<file path="src/rtl/fetch_queue.sv">
// Fetch unit: owns the PC, issues single-outstanding requests to instruction memory and
// queues returned instructions for decode under a valid/stall handshake.
`timescale 1ns/1ps
module fetch_queue #(
  parameter int unsigned DEPTH    = 2,
  parameter logic [15:0] RESET_PC = 16'h0000,
  parameter logic [15:0] NOP_INST = 16'h0800
) (
  input  logic        clk,
  input  logic        rst,
  input  logic        redirect,
  input  logic [15:0] redirect_pc,
  input  logic        stall_ID,
  output logic        imem_req,
  output logic [15:0] imem_addr,
  input  logic [15:0] imem_data,
  input  logic        imem_done,
  output logic [15:0] inst,
  output logic [15:0] PC_inc,
  output logic        inst_valid,
  output logic        err
);

  localparam int unsigned PW = $clog2(DEPTH);
  localparam int unsigned CW = PW + 1;

  typedef enum logic [1:0] {
    IDLE   = 2'd0,
    WAIT   = 2'd1,
    DROP   = 2'd2,
    HALTED = 2'd3
  } state_t;

  function automatic logic is_halt(input logic [15:0] word);
    return (word[15:11] == 5'b00000);
  endfunction

  state_t          state_r, state_s;
  logic [15:0]     pc_r, pc_s;
  logic            req_s, enq_s, deq_s;
  logic [PW-1:0]   wr_ptr_r, wr_s, rd_ptr_r, rd_s;
  logic [CW-1:0]   count_r, count_s;
  logic [15:0]     mem_inst_r [DEPTH];
  logic [15:0]     mem_pc_r   [DEPTH];
  logic [15:0]     head_inst_s, head_pc_s;
  logic [15:0]     inst_r, pc_inc_r;
  logic            inst_valid_r, err_r;

  assign imem_req   = req_s & rst;
  assign imem_addr  = pc_r;
  assign inst       = inst_r;
  assign PC_inc     = pc_inc_r;
  assign inst_valid = inst_valid_r;
  assign err        = err_r;

  // Next-state, request and PC update; redirect always wins over enqueue
  always_comb begin
    state_s = state_r;
    pc_s    = pc_r;
    req_s   = 1'b0;
    enq_s   = 1'b0;
    case (state_r)
      IDLE: begin
        if (redirect) begin
          pc_s = redirect_pc;
        end else if (count_r < CW'(DEPTH)) begin
          req_s   = 1'b1;
          state_s = WAIT;
        end else begin
          state_s = IDLE;
        end
      end
      WAIT: begin
        if (redirect) begin
          pc_s    = redirect_pc;
          state_s = imem_done ? IDLE : DROP;
        end else if (imem_done) begin
          enq_s   = 1'b1;
          pc_s    = pc_r + 16'd2;
          state_s = is_halt(imem_data) ? HALTED : IDLE;
        end else begin
          state_s = WAIT;
        end
      end
      DROP: begin
        if (redirect) begin
          pc_s = redirect_pc;
        end else begin
          pc_s = pc_r;
        end
        if (imem_done) begin
          state_s = IDLE;
        end else begin
          state_s = DROP;
        end
      end
      HALTED: begin
        if (redirect) begin
          pc_s    = redirect_pc;
          state_s = IDLE;
        end else begin
          state_s = HALTED;
        end
      end
      default: begin
        state_s = IDLE;
      end
    endcase
  end

  // Queue pointer/count update; a redirect empties the queue
  always_comb begin
    deq_s   = inst_valid_r & ~stall_ID & ~redirect;
    rd_s    = rd_ptr_r;
    wr_s    = wr_ptr_r;
    count_s = count_r;
    if (redirect) begin
      rd_s    = PW'(0);
      wr_s    = PW'(0);
      count_s = CW'(0);
    end else begin
      rd_s = deq_s ? rd_ptr_r + PW'(1) : rd_ptr_r;
      wr_s = enq_s ? wr_ptr_r + PW'(1) : wr_ptr_r;
      if (enq_s && !deq_s) begin
        count_s = count_r + CW'(1);
      end else if (!enq_s && deq_s) begin
        count_s = count_r - CW'(1);
      end else begin
        count_s = count_r;
      end
    end
  end

  // Head seen by decode next cycle; a fresh entry landing at the head bypasses storage
  always_comb begin
    head_inst_s = NOP_INST;
    head_pc_s   = 16'h0000;
    if (count_s == CW'(0)) begin
      head_inst_s = NOP_INST;
    end else if (enq_s && (rd_s == wr_ptr_r)) begin
      head_inst_s = imem_data;
      head_pc_s   = pc_r + 16'd2;
    end else begin
      head_inst_s = mem_inst_r[rd_s];
      head_pc_s   = mem_pc_r[rd_s];
    end
  end

  // Control state, PC, pointers and sticky misalignment flag
  always_ff @(posedge clk or negedge rst) begin
    if (!rst) begin
      state_r  <= IDLE;
      pc_r     <= RESET_PC;
      wr_ptr_r <= PW'(0);
      rd_ptr_r <= PW'(0);
      count_r  <= CW'(0);
      err_r    <= 1'b0;
    end else begin
      state_r  <= state_s;
      pc_r     <= pc_s;
      wr_ptr_r <= wr_s;
      rd_ptr_r <= rd_s;
      count_r  <= count_s;
      err_r    <= err_r | (imem_req & pc_r[0]);
    end
  end

  // Queue storage write
  always_ff @(posedge clk or negedge rst) begin
    if (!rst) begin
      for (int i = 0; i < DEPTH; i++) begin
        mem_inst_r[i] <= NOP_INST;
        mem_pc_r[i]   <= 16'h0000;
      end
    end else if (enq_s) begin
      mem_inst_r[wr_ptr_r] <= imem_data;
      mem_pc_r[wr_ptr_r]   <= pc_r + 16'd2;
    end else begin
      mem_inst_r[wr_ptr_r] <= mem_inst_r[wr_ptr_r];
      mem_pc_r[wr_ptr_r]   <= mem_pc_r[wr_ptr_r];
    end
  end

  // Registered decode-facing outputs
  always_ff @(posedge clk or negedge rst) begin
    if (!rst) begin
      inst_r       <= NOP_INST;
      pc_inc_r     <= 16'h0000;
      inst_valid_r <= 1'b0;
    end else begin
      inst_r       <= head_inst_s;
      pc_inc_r     <= head_pc_s;
      inst_valid_r <= (count_s != CW'(0));
    end
  end

endmodule
</file>
<file path="config.mk">
export PLATFORM = sky130hd
export DESIGN_NAME = fetch_queue
export DESIGN_NICKNAME = d
export VERILOG_FILES = /design/src/rtl/fetch_queue.sv
export SDC_FILE = /design/constraint.sdc
export NUM_CORES = 1
export LEC_CHECK = 0
export CAP_MARGIN = 30
export CELL_PAD_IN_SITES_DETAIL_PLACEMENT = 1
export CELL_PAD_IN_SITES_GLOBAL_PLACEMENT = 2
export CORE_MARGIN = 2
export CORE_UTILIZATION = 36
export CTS_BUF_LIST = sky130_fd_sc_hd__clkbuf_16
export DETAILED_ROUTE_END_ITERATION = 8
export PLACE_DENSITY = 0.86
export SLEW_MARGIN = 20
export SYNTH_ARGS = -nofsm -noshare
export SYNTH_HDL_FRONTEND = slang
export SYNTH_SLANG_ARGS = --single-unit
export TNS_END_PERCENT = 1
</file>
<file path="constraint.sdc">
create_clock -name clk -period 2.3 [get_ports clk]
set_input_delay 0.46 -clock clk [delete_from_list [all_inputs] [get_ports clk]]
set_output_delay 0.46 -clock clk [all_outputs]
set_load 0.02 [all_outputs]
</file>
# Word level (Yosys, flattened, before mapping)

Cells that the tools add are included.

Input bits: 37
Flip-flop bits (word level): 120

Mux-type cells: 49
Add/sub/neg operators: 5
Order comparisons: 4
Bitwise gates (word level): 9
Reduce and logical (&&, ||, !) cells: 13
Equality and inequality tests: 7

Operators by type and width:

| kind                                                                  | count |
|---|---|
| 16-bit 2-to-1 mux                                                     | 20 |
| 32-bit bitwise mux                                                    | 4 |
| 32-bit 2-to-1 mux                                                     | 2 |
| 16-bit case mux with 2 select lines                                   | 1 |
| 2-bit 2-to-1 mux                                                      | 9 |
| 16-bit by 2-bit adder with 16-bit output (second input constant)      | 1 |
| 16-bit demux with 1-bit select                                        | 1 |
| 1-bit 2-to-1 mux                                                      | 11 |
| 2-bit case mux with 4 select lines                                    | 1 |
| 5-bit logical NOT                                                     | 1 |
| 1-bit AND                                                             | 4 |
| 2-bit == test (second input constant)                                 | 2 |
| 2-bit >= comparator (second input constant)                           | 2 |
| 1-bit logical AND                                                     | 4 |
| 2-bit logical NOT                                                     | 2 |
| 1-bit NOT with 2-bit output                                           | 2 |
| 2-bit nonzero test                                                    | 2 |
| 3-bit inequality test (second input constant)                         | 1 |
| 3-bit OR reduction                                                    | 1 |
| 1-bit adder (second input constant)                                   | 2 |
| 2-bit by 1-bit adder with 2-bit output (second input constant)        | 1 |
| 2-bit by 1-bit == test with 1-bit output (second input constant)      | 1 |
| 1-bit logical NOT                                                     | 2 |
| 2-bit by 1-bit < comparator with 1-bit output (second input constant) | 1 |
| 8 further kinds                                                       | 9 |

# Longest topological paths before layout

Depth in word-level cells: 11
Gate-level depth with buffers: 9
Depth with buffers taken out: 6

# Worst setup path before layout

OpenSTA, ideal clock, no wires.

Path type: register to register
Start point: register inst_valid_r, in the netlist inst_valid
End point: register pc_inc_r[0], in the netlist PC_inc[0]
Path buffers: 3
Setup slack: 412 ps
Data required time: 2149 ps
Cell stages (with the launch flop): 8
Period minus slack after synthesis: 1888 ps
Arrival time: 1737 ps
Cell sequence: dfrtp_1 nor2b_1 buf_2 xnor3_1 nand2b_1 buf_2 clkbuf_1 a211oi_2

Word-level cells in the longest chain between the ends: 10

RTL lines:

| element                                               | line | text |
|---|---|---|
| from (decl)                                           | 47   | `logic inst_valid_r, err_r;` |
| from (signal assigned)                                | 193  | `inst_valid_r <= (count_s != CW'(0));` |
| 1-bit AND * (2 in series)                             | 113  | `deq_s = inst_valid_r & ~stall_ID & ~redirect;` |
| 1-bit 2-to-1 mux                                      | 122  | `rd_s = deq_s ? rd_ptr_r + PW'(1) : rd_ptr_r;` |
| 1-bit 2-to-1 mux                                      | 117  | `if (redirect) begin` |
| 1-bit NOT with 2-bit output (implied by the code)     | 145  | `head_pc_s = mem_pc_r[rd_s];` |
| 16-bit 2-to-1 mux (implied by the code) (3 in series) | 145  |  |
| 16-bit 2-to-1 mux                                     | 140  | `end else if (enq_s && (rd_s == wr_ptr_r)) begin` |
| 16-bit 2-to-1 mux *                                   | 138  | `if (count_s == CW'(0)) begin` |
| net head_pc_s[0]                                      | 45   | `logic [15:0] head_inst_s, head_pc_s;` |
| to (signal assigned)                                  | 192  | `pc_inc_r <= head_pc_s;` |
| to (decl)                                             | 46   | `logic [15:0] inst_r, pc_inc_r;` |

The timed path passes the listed nets; every way through them passes the cells marked *. The select of a mux whose other input is x is not followed.
A chain may end at the register's enable or synchronous reset.

# Worst setup path after layout

Start point: input port redirect
End point: register inst_r[12], in the netlist inst[12]

Word-level cells in the longest chain between the ends: 10

RTL lines:

| element                                               | line | text |
|---|---|---|
| from (decl)                                           | 11   | `input logic redirect,` |
| 1-bit NOT                                             | 113  |  |
| 1-bit AND                                             | 113  |  |
| 1-bit 2-to-1 mux                                      | 122  |  |
| 1-bit 2-to-1 mux                                      | 117  |  |
| 1-bit NOT with 2-bit output (implied by the code)     | 144  | `head_inst_s = mem_inst_r[rd_s];` |
| 16-bit 2-to-1 mux (implied by the code) (3 in series) | 144  |  |
| 16-bit 2-to-1 mux                                     | 140  |  |
| 16-bit 2-to-1 mux *                                   | 138  |  |
| net head_inst_s[12]                                   | 45   |  |
| to (signal assigned)                                  | 191  | `inst_r <= head_inst_s;` |
| to (decl)                                             | 46   |  |

Marked as above.

==> results.sh <==
export IMPL_vdd_ir_drop_max_mv=0.6116
export IMPL_num_vias=4126
export IMPL_seq_power_share_pct=40.6
export IMPL_hold_slack_ns=0.1327
export IMPL_end_kind="flop"
export IMPL_slew_viol_final=0
export IMPL_max_stage_delay_ns=0.55
export IMPL_synth_seq_cells=120
export IMPL_drcViolationCount=0
export IMPL_hpwl_um=10000
export IMPL_cts_buffers=17
export IMPL_ys_types=47
export IMPL_cp_max_fo=20
export IMPL_yosys_area_share_simple_pct=10.20
export IMPL_grt_util_all_layers_pct=18.94
export IMPL_syn_area_um2=5619
export IMPL_coreArea_um2=15200
export IMPL_maxSlewHeadroom_pct=61.86
export IMPL_wl_per_cell_um=19.24
export IMPL_synthTopCellsByArea="dfrtp_1 52%, mux2_2 7.8%, mux2i_1 6.9%"
export IMPL_grt_ovfl_total=0
export IMPL_area_growth_pct=34.47
export IMPL_clk_pin_slew_ns=0.06
export IMPL_synth_xor_area_share_pct=4.453
export IMPL_r2r_slack_ns=0.18
export IMPL_setup_tns_ns=0
export IMPL_post_place_ws_ns=-0.2540
export IMPL_h_tree_depth=4
export IMPL_syn_mean_instance_area_um2=11.66
export IMPL_max_cap_viol_count=0
export IMPL_via_per_inst=5.263
export IMPL_finalSetupViolCount=0
export IMPL_hold_buffers=0
export IMPL_synth_top_family_by_area="multiplexers"
export IMPL_p_clk_share_pct=36.1
export IMPL_crit_slowest_cell="clkdlybuf4s50_1"
export IMPL_switching_share_pct=29.62
export IMPL_syn_inst=482
export IMPL_synth_largest_area_cell="dfrtp_1"
export IMPL_powerDensity_nw_per_um2=1007
export IMPL_critPathTopFamily="buffers and inverters"
export IMPL_period_minus_slack_ns=2.167
export IMPL_drive_gt1_share_pct=23.66
export IMPL_r2r_end="inst[12]"
export IMPL_initial_utilization_pct=36.96
export IMPL_clk_path_buf_depth=2
export IMPL_clkLatencyLatePin_ns=0.41
export IMPL_critPathBufInv=3
export IMPL_fin_ws_ns=0.1334
export IMPL_nets=621
export IMPL_gp_congestion=0.8133
export IMPL_grt_start_max_net_pins=78
export IMPL_combPwrFrac_pct=23.3
export IMPL_dieArea_um2=16620
export IMPL_synth_fa_ha_area_share_pct=0.2227
export IMPL_synth_compound_area_share_pct=13.05
export IMPL_finalCritPeriodShare_pct=94.20
export IMPL_worst_pin_slew_ns=0.5702
export IMPL_critical_path_class="primary input to flop"
export IMPL_async_flop_share_pct=100.0
export IMPL_fp_dieW_um=128.9
export IMPL_rr_startpoint="state_r[1]"
export IMPL_drt_pass1_iter_count=4
export IMPL_critPathLaunchType="primary input"
export IMPL_syn_nets=520
export IMPL_synth_flop_cell="dfrtp_1"
export IMPL_wirelength_um=15080
export IMPL_cts_resized=2
export IMPL_yosysMostFrequentCell="dfrtp_1"
export IMPL_fin_skew_ns=0.008982
export IMPL_rsz0062_at_grt="no"
export IMPL_antenna_found_initial=0
export IMPL_reg2regPathDepth=6
export IMPL_fill_cells=1606
export IMPL_post_cts_buffers=0
export IMPL_grt_pass1_wl_um=23990
export IMPL_outcome="finished, final reports clean"
export IMPL_io_buffer_count=87
export IMPL_muxShareOfSynthArea_pct=14.76
export IMPL_yosysSeqAreaShare_pct=53.51
export IMPL_first_global_vias=4517
export IMPL_cts_root_buf="clkbuf_16"
export IMPL_rows=45
export IMPL_drtIter0Drc=176
export IMPL_yosysWarnings=0
export IMPL_hold_viol=0
export IMPL_cp_arrival_ns=2.48
export IMPL_ant_nets=0
export IMPL_required_ns=2.61
export IMPL_io_pins=88
export IMPL_power_leakage_nw=3.124
export IMPL_timing_fmax_ghz=0.4616
export IMPL_worstHoldPathType="primary input to async pin"
export IMPL_p_int_mw=5.356
export IMPL_post_route_util_pct=49.70
export IMPL_clock_sinks=120
export IMPL_ys_top_cells_by_count="117 x dfrtp_1, 62 x nor2_1, 39 x mux2_2, 39 x mux2i_1, 32 x a21oi_1"
export IMPL_die_h_um=128.9
export IMPL_cts_tree="done"
export IMPL_synth_edf_count=0
export IMPL_power_switching_mw=2.254
export IMPL_antenna_cells=0
export IMPL_yosysTopAreaCellShare_pct=52.10
export IMPL_crit_chain="clkdlybuf4s50_1, buf_4, nor4_1, o21a_1, or3_2, buf_12, a211oi_2"
-- layout make-up --
type | instances | area, um2 | area share, %
clock buffers | 17 | 425.4 | 5.630
clock inverters | 15 | 185.2 | 2.451
inverters | 5 | 18.77 | 0.2484
multi-input cells | 320 | 2420 | 32.03
flip-flops and latches | 120 | 3007 | 39.79
well taps | 188 | 235.2 | 3.113
repair buffers | 119 | 1265 | 16.74
-- power by group through the flow --
stage	Sequential (mW)	Combinational [mW]	Clock (mW)
after CTS	3.08	1.79	2.80
final	3.09	1.77	2.75
after global placement	3.04	1.66	0
after global routing	3.16	1.94	2.88
after detailed placement	3.10	1.74	0
after floorplan	3.09	1.02	0
-- cell families after synthesis --
logic type,Yosys count
AO/OA/AOI/OAI,94
multiplexers,78
buffers and inverters,42
flip-flops,120
adder cells (fa/ha/maj),1
AND/OR/NAND/NOR,120
XOR/XNOR,27
-- metrics by stage --
step	instances	power [mW]	cell area (um2)
floorplan	482	4.116	5619
global placement	751	4.707	6913
detailed placement	751	4.845	6913
CTS	783	7.667	7528
global route	784	7.976	7556
finish	784	7.610	7556
-- routing by layer --
metal  GRT usage (%)  part of all wire (%)
met2           32.15                    50
met1           23.95                    45
met4           5.307                   1.2
met3           5.031                   3.7
met5               0                     0
-- cells in the final DEF, fill, tap and decap left out, types with 2 or more instances in the layout --
master and instances:
inv_1 6, xor2_1 12, mux2i_1 39, clkdlybuf4s50_1 85
nand2b_1 2, a21oi_1 32, mux2_2 39, clkinv_1 3
nor4_1 4, nor3_1 3, buf_4 21, clkinv_2 2
nor2_4 3, o21ai_0 17, buf_12 11, clkinvlp_4 3
and3_1 2, nor2b_1 7, nor2_1 62, xnor2_1 14
and2_1 2, dfstp_2 3, nand2_1 14, clkbuf_16 17
o22ai_1 3, dfrtp_1 117, and4_1 2, o21ai_1 2
bufinv_16 4, nand4_1 4, clkinv_4 2, nand3_1 4
a211oi_2 30, nor3b_1 2
-- worst max-delay path by stage --
stage                from        end  slack (ns)  cells after the start
2_1_floorplan  inst_valid  PC_inc[0]        0.41                      7
3_3_place_gp     redirect   imem_req       -0.22                      4
3_5_place_dp     redirect    inst[0]       -0.25                      7
4_1_cts        state_r[1]   imem_req        0.10                      3
5_1_grt        state_r[1]   imem_req        0.03                      3
6_report         redirect   inst[12]        0.13                      7
-- registers in the layout, summed over array words and instances (netlist names) --
| name | cells |
|---|---|
| PC_inc | 16 |
| inst_valid | 1 |
| count_r | 2 |
| rd_ptr_r | 1 |
| mem_pc_r | 32 |
| inst | 16 |
| imem_addr | 16 |
| mem_inst_r | 32 |
| state_r | 2 |
| err | 1 |
| wr_ptr_r | 1 |
Power figures use the tool's default switching activity.
==> variant: new RTL, same flow settings <==
Make the reset (`rst`) synchronous in 3 clocked blocks.
--- a/src/rtl/fetch_queue.sv
+++ b/src/rtl/fetch_queue.sv
@@ -147,7 +147,7 @@
   end
 
   // Control state, PC, pointers and sticky misalignment flag
-  always_ff @(posedge clk or negedge rst) begin
+  always_ff @(posedge clk) begin
     if (!rst) begin
       state_r  <= IDLE;
       pc_r     <= RESET_PC;
@@ -166,7 +166,7 @@
   end
 
   // Queue storage write
-  always_ff @(posedge clk or negedge rst) begin
+  always_ff @(posedge clk) begin
     if (!rst) begin
       for (int i = 0; i < DEPTH; i++) begin
         mem_inst_r[i] <= NOP_INST;
@@ -182,7 +182,7 @@
   end
 
   // Registered decode-facing outputs
-  always_ff @(posedge clk or negedge rst) begin
+  always_ff @(posedge clk) begin
     if (!rst) begin
       inst_r       <= NOP_INST;
       pc_inc_r     <= 16'h0000;
Formal check against the unedited RTL: differs if rst is asserted again (counterexample within 4 cycles, from zero or initial values and one cycle with rst low); with rst held inactive, the same outputs for 4 cycles.
==> variant against the original RTL <==
- setup slack lost 44 ps
- synthesized area shrank 4.2%
- sequential cell count is the same
- maximum frequency shrank 2.0%
- routed wire length shrank 8.8%
- final area shrank 3.5%
Power is not compared: it rests on default switching activity, and its combinational part moved more than twofold at a synthesized area within 25%.
==> variant: results (changes against the original RTL) <==
Run status
  • Outcome: finished, final reports clean

Place
  • Inst Count DP: 742 (-1.2%)
  • Dpl ws: -281.6 ps (-27.58 ps)
  • DP Area: 6715 µm² (-2.9%)
  • HPWL Detailed: 9416 µm (-5.9%)

Route
  • Vias: 3,943 (-4.4%)
  • Met3 WL: 484 µm (-14%)
  • Vias per cell: 5.094 (-3.2%)
  • Met1 wire length: 6127 µm (-10%)
  • Met2 wire len: 6912 µm (-8.0%)
  • Post-detailed-route wirelength per cell: 17.77 µm (-7.7%)

Synth
  • Multiplexer area fraction after synthesis: 7.857% (-6.9 points)
  • Synth Area in Compound Gates: 11.39% (-1.7 points)
  • Adder-cell share of the synthesized area: 0.2325% (+0.0098 points)
  • Number of synthesized flops with an enable pin: 64 (+64)
  • Synth Area in XOR/XNOR: 3.580% (-0.87 points)
  • Seq/Total Area, Yosys: 56.53% (+3.0 points)
  • Post-synth top cells: nor2_1, edfxtp_1, dfxtp_1
  • Syn_nets: 496 (-4.6%)
  • Mapped Cells: 458 (-5.0%)
  • Synth area leaders: edfxtp_1, dfxtp_1, a211oi_2, nor2_1, and2_1
  • Netlist cell types: 50 (+6.4%)
  • Post-synth ARST share: 0% (-100 points)

GRT
  • Number of global-route vias before repair: 4,179 (-7.5%)
  • M2 GR Usage: 31.15% (-1.0 points)
  • Pin count of the biggest net entering global routing: 33 (-58%)
  • M1 GR Usage: 22.20% (-1.8 points)
  • M3 GR Usage: 3.441% (-1.6 points)
  • Tot GR Track Use: 18.01% (-0.94 points)

Timing
  • Clock skew: 9.168 ps (+0.1854 ps)
  • Final worst path period need: 2210 ps (+43.89 ps)

Layout
  • Nets: 615 (-0.97%)
  • Layout cell share with drive strength beyond 1: 21.36% (-2.3 points)

Critical path
  • Worst Setup EP: imem_req
  • R2r setup slk: 260 ps (+80 ps)
  • R2R cell count: 6 (unchanged)
  • Reg2reg end: mem_pc_r[0][13]$_SDFFCE_PN0P_
  • Worst flop-to-flop path startpoint: imem_addr[2]$_SDFFE_PN0P_
  • Worst Path Arrival: 1750 ps (-730 ps)
  • Crit Path Max Fanout: 8 (-60%)

Hold path
  • HP Class: reg2reg
==> variant: cell types whose count changed in the layout (fill, tap and decap cells not counted), moves of 18 or more <==
cell / unedited run / this run
mux2i_1: 39 / 21
a21oi_1: 32 / 4
and2_1: 2 / 41
dfxtp_1: 0 / 56
mux2_2: 39 / 14
edfxtp_1: 0 / 64
dfrtp_1: 117 / 0
==> variant: worst min-delay path: stages (launching register included) <==
cell and delay, ps:
dfxtp_1 330, a21oi_1 40, nor2b_1 90
==> variant: stage by stage <==
step	total power [mW]	hold slack [ps]
floorplan	2.601	499.2
global placement	2.805	482.3
detailed placement	2.821	488.1
CTS	5.415	510.1
global route	5.538	584.2
finish	5.354	505.6
==> variant: final cells by class <==
class                      instances  area (µm²)
clock buffer                      17       425.4
clock inverter                    15       153.9
fill                            1512        7296
inverter                           5       18.77
multi-input combinational        303        2155
sequential                       120        3043
tap                              184       230.2
timing repair buffer             130        1267
